File: src/rtl/bin_to_oh_stream.sv
// bin_to_oh_stream: valid/ready binary-index to one-hot decoder with 2-entry skid buffer; BIN_TO_OH_ERR_CNT_EN adds the out-of-range counter.
module bin_to_oh_stream #(
  parameter int OUT_WIDTH = 3,
  parameter int CNT_WIDTH = 8,
  localparam int IDX_WIDTH = $clog2(OUT_WIDTH)
) (
  input  logic                 clk,
  input  logic                 rst_n,
  input  logic                 in_valid,
  output logic                 in_ready,
  input  logic [IDX_WIDTH-1:0] in_idx,
  output logic                 out_valid,
  input  logic                 out_ready,
  output logic [OUT_WIDTH-1:0] out_oh,
  output logic                 out_err,
  input  logic                 err_clr,
  output logic [CNT_WIDTH-1:0] err_cnt
);
  localparam logic [IDX_WIDTH:0] LIMIT = (IDX_WIDTH+1)'(OUT_WIDTH);
  logic                 skid_valid;
  logic [OUT_WIDTH-1:0] skid_oh;
  logic                 skid_err;
  logic [OUT_WIDTH-1:0] dec_oh;
  logic                 dec_err;
  logic                 in_fire;
  assign in_ready = !skid_valid;
  assign in_fire  = in_valid & in_ready;
  always_comb begin
    dec_err = {1'b0, in_idx} >= LIMIT;
    dec_oh  = dec_err ? '0 : OUT_WIDTH'(1) << in_idx;
  end
  // Main register refills from skid first so ordering stays FIFO.
  always_ff @(posedge clk or negedge rst_n) begin
    if (!rst_n) begin
      out_valid  <= 1'b0;
      out_oh     <= '0;
      out_err    <= 1'b0;
      skid_valid <= 1'b0;
      skid_oh    <= '0;
      skid_err   <= 1'b0;
    end else if (!out_valid || out_ready) begin
      if (skid_valid) begin
        out_valid  <= 1'b1;
        out_oh     <= skid_oh;
        out_err    <= skid_err;
        skid_valid <= 1'b0;
      end else begin
        out_valid <= in_fire;
        if (in_fire) begin
          out_oh  <= dec_oh;
          out_err <= dec_err;
        end
      end
    end else if (in_fire) begin
      skid_valid <= 1'b1;
      skid_oh    <= dec_oh;
      skid_err   <= dec_err;
    end
  end
`ifdef BIN_TO_OH_ERR_CNT_EN
  always_ff @(posedge clk or negedge rst_n) begin
    if (!rst_n) err_cnt <= '0;
    else if (err_clr) err_cnt <= CNT_WIDTH'(in_fire & dec_err);
    else if (in_fire && dec_err && err_cnt != '1) err_cnt <= err_cnt + 1'b1;
  end
`else
  logic unused_err_clr;
  assign unused_err_clr = err_clr;
  assign err_cnt = '0;
`endif
endmodule

File: config.mk
export PLATFORM = sky130hd
export DESIGN_NAME = bin_to_oh_stream
export DESIGN_NICKNAME = d
export VERILOG_FILES = /design/src/rtl/bin_to_oh_stream.sv
export SDC_FILE = /design/constraint.sdc
export NUM_CORES = 1
export LEC_CHECK = 0
export CORE_UTILIZATION = 41
export CTS_CLUSTER_SIZE = 40
export DETAILED_ROUTE_END_ITERATION = 16
export PLACE_DENSITY = 0.84
export SYNTH_ARGS = -nofsm -noshare
export SYNTH_HDL_FRONTEND = slang
export SYNTH_SLANG_ARGS = --single-unit
File: constraint.sdc
create_clock -name clk -period 1.4 [get_ports clk]
set_input_delay 0.21 -clock clk [delete_from_list [all_inputs] [get_ports clk]]
set_output_delay 0.21 -clock clk [all_outputs]
set_load 0.005 [all_outputs]
# Word-level counts from Yosys, hierarchy flattened
# Index checks and enable logic that the tools add are counted.
# op_classes
bitwise_logic,2
order_cmp,1
mux,8
shifts,1
reduce_logical,7
# op_table
cell,n
$mux W3,3
$mux W1,5
$reduce_and A2 Y1,2
$reduce_bool A2 Y1,2
$shl A1 B2 Y3 const A,1
$ge A2 B2 Y1 const B,1
$logic_not A1 Y1,2
$and A1 B1 Y1,1
$logic_or A1 B1 Y1,1
$not A1 Y1,1
# totals
ff_bits,10

# Longest topological paths before layout
# logic_depth
word_depth,4
depth_mapped,4

# Least setup slack after synthesis
# Ideal clock, no wire load.
# synth_timing
path_type,register to register
start,register out_valid
end,register skid_oh[0]
t_required_ns,1.272
arrival_ns,1.084
path_stages_with_launch,4
path_slack_ns,0.188
n_path_buf,0
setup_time_ns,0.128
cell_sequence,dfrtp_1 > nand2b_4 > nor3b_4 > mux2_1
# synth_via
elab_chain_cells,4
# synth_lines
element,line,source
from (decl),12,"output logic out_valid,"
from (signal assigned),48,out_valid <= in_fire;
$logic_not A1 Y1,41,end else if (!out_valid || out_ready) begin
$logic_or A1 B1 Y1,41,
$not A1 Y1 (no source line),--,
$reduce_and A2 Y1 (no source line),--,
to (signal assigned),56,skid_oh <= dec_oh;
to (decl),21,logic [OUT_WIDTH-1:0] skid_oh;
# No other way between the ends.
# A chain may end at the register's enable or synchronous reset.

# Worst setup path after layout
# layout_timing
start,register skid_valid
end,register out_oh[0]
# layout_via
elab_chain_cells,4
# layout_lines
element,line,source
from (decl),20,logic skid_valid;
from (signal assigned),38,skid_valid <= 1'b0;
from (signal assigned),46,skid_valid <= 1'b0;
from (signal assigned),55,skid_valid <= 1'b1;
$logic_not A1 Y1,26,assign in_ready = !skid_valid;
$and A1 B1 Y1,27,assign in_fire = in_valid & in_ready;
$reduce_bool A2 Y1 (no source line),--,
$reduce_and A2 Y1 (no source line),--,
to (signal assigned),44,out_oh <= skid_oh;
to (signal assigned),50,out_oh <= dec_oh;
to (decl),14,"output logic [OUT_WIDTH-1:0] out_oh,"
# Parallel ways exist; a longest one is shown, timed or not.

==> results.ini <==
[worst_setup_path]
r2r_slack_ns = 0.08
critPathArrivalTime_ns = 1.46
crit_path_end_kind = flip-flop
start_kind = flip-flop
max_stage_delay_ns = 0.41
crit_type = reg2reg
critPathSlowestCell = dfrtp_2
crit_path_cell_trace = buf_4, o21ai_2, mux2_2
regToRegStartpoint = skid_valid
path_max_fanout = 6
r2r_cells = 3
crit_required_ns = 1.54
timing.rr.end = out_oh[0]

[layout]
drive_above_1_share_pct = 30.4
mostFrequentLayoutCells = clkdlybuf4s50_1, dfrtp_1, conb_1, buf_4, nand2_1
antenna_cells = 0
final-instance-count-excl-fill = 83
area_growth_pct = 31.7
nNetsFinal = 77
final_common_cell = clkdlybuf4s50_1

[routing]
wire_per_inst_um = 9.95
ant_nets = 0
num_vias = 363
drt_first_iter_violations = 10
wirelength_um = 826
via_per_inst = 4.37
drc = 0
dr.pass1.iters = 4

[timing]
fin_ws_ns = 0.0845
setup_tns_ns = 0
fmax_mhz = 760
drv_slew = 0
setup_violations = 0
finClkSkew_ns = 0.000393
period_minus_slack_ns = 1.32
period_share_pct = 94.0
hold_violations = 0
rsz0062_at_grt = false

[die]
die_w_um = 38.3
io_pins = 21
die-area_mm2 = 0.00147
start_util_pct = 46.2
rows = 12
design.core.area_mm2 = 0.00117
die_y_um = 38.3

[placement]
pre_cts_slack_ns = -0.0634
dp_hpwl_um = 688
placed_cells = 77
gp_congestion = 0.727
io_buffer_count = 11

[run]
max_cap_violations = 0

[global_route]
grt_max_degree = 11
gr-usage-all-layers_pct = 15.2
antenna_found_initial = 0
first_global_vias = 325
grt-ovfl-total = 0
grt_pass1_wl_um = 1390

[clock_network]
cts_tree = yes
cts.sinks = 10
path_clk_slew_ns = 0.06
clk_path_buf_depth = 2
cts_buffers = 3
clk_latency_ns = 0.26
cts-root-buf = clkbuf_4
cts_hold_buffers = 0
h-tree-depth = 1

[power]
ir_worst_vdd_uv = 778
p_total_mw = 0.822
p_leak_nw = 0.341
powerDensity_mw_per_mm2 = 1160

[synthesis]
synth.largest_area_cell = dfrtp_1
seq_area_frac_synth_pct = 46.3
yosys.area.top_type_share_pct = 46.3
yosys_warnings = 0
synthesis.instances = 49
synth.cell_area_um2 = 541
synth_area_leaders = dfrtp_1, buf_4, mux2_2, mux2i_1, nand2_1
yosysUniqueCellTypes = 17
synth_seq_cells = 10
syn_area_per_cell_um2 = 11.0

[hold_path]
hold_class = in2async

[status]
status = completed

==> final cells by class <==
class | instances | area, um^2
Clock buffer | 4 | 36.3
Tap cell | 14 | 17.5
Fill cell | 103 | 459
Timing Repair Buffer | 18 | 161
Multi-Input combinational cell | 33 | 230
Sequential cell | 10 | 251
Inverter | 4 | 15.0
==> registers in the layout, indices dropped and copies added, names as in the netlist <==
| register | cells |
|---|---|
| out_oh | 3 |
| skid_oh | 3 |
| skid_err | 1 |
| skid_valid | 1 |
| out_err | 1 |
| out_valid | 1 |
==> worst max path at each step <==
| stage | startpoint | endpoint | slack, ns | depth (start not counted) |
|---|---|---|---|---|
| 4_1_cts | out_valid | out_valid | 0.003 | 1 |
| 2_1_floorplan | out_valid | skid_oh[0] | 0.19 | 3 |
| 6_report | skid_valid | out_oh[0] | 0.08 | 3 |
| 3_5_place_dp | out_ready | skid_oh[0] | -0.06 | 4 |
| 5_1_grt | out_err | out_err | 0.03 | 1 |
| 3_3_place_gp | out_ready | skid_oh[0] | -0.04 | 4 |
==> worst max-delay path, delay by kind of cell, from the launching register on <==
kind	cells	cell delay (ns)
AOI/OAI and AO/OA	1	0.26
buffers and inverters	1	0.16
muxes	1	0.37
DFF	1	0.41
==> kinds of logic (layout without fill, tap and decap cells) <==
group,Yosys count,after routing,synth area share (%)
buffers and inverters,13,26,16.0
DFF,10,10,46.3
AOI/OAI and AO/OA,4,4,4.40
muxes,9,9,18.7
and+or+nand+nor,12,12,13.9
other,1,8,0.694
==> Yosys cell counts <==
cell type,instances
mux2i_1,3
conb_1,1
nor3b_4,1
buf_6,1
inv_1,3
nor2_1,3
mux2_1,1
inv_2,1
dfrtp_1,10
o21ai_2,1
mux2_4,1
mux2_2,4
buf_4,8
o21ai_0,3
nand2b_1,2
nand2_1,5
nand2b_4,1
==> power by group <==
group | internal, mW | leakage, nW | switching (mW)
clock | 0.158 | 0.0210 | 0.0923
sequential | 0.342 | 0.124 | 0.0252
combinational | 0.127 | 0.196 | 0.0780
total | 0.627 | 0.341 | 0.195
==> stage by stage <==
step / area [um^2] / hold WS (ns) / utilization, %
floorplan: 567 / -0.0856 / -
global placement: 661 / 0.483 / 56.4
detailed placement: 661 / 0.485 / 56.4
CTS: 704 / 0.263 / 60.1
global route: 712 / 0.286 / 60.8
finish: 712 / 0.263 / 60.8
==> layer usage <==
layer  GRT usage (%)  wire length, um
met5               0                0
met4            10.7                9
met1            18.6              367
met3            5.23               31
met2            22.0              417
==> what timing repair did <==
action	in CTS	in global routing
setup endpoints to repair	1	1
hold endpoints to repair	0	0
resized for setup	2	0
gates cloned	0	0
setup buffers	1	1
Note: power is estimated with default switching activity, not from simulation.
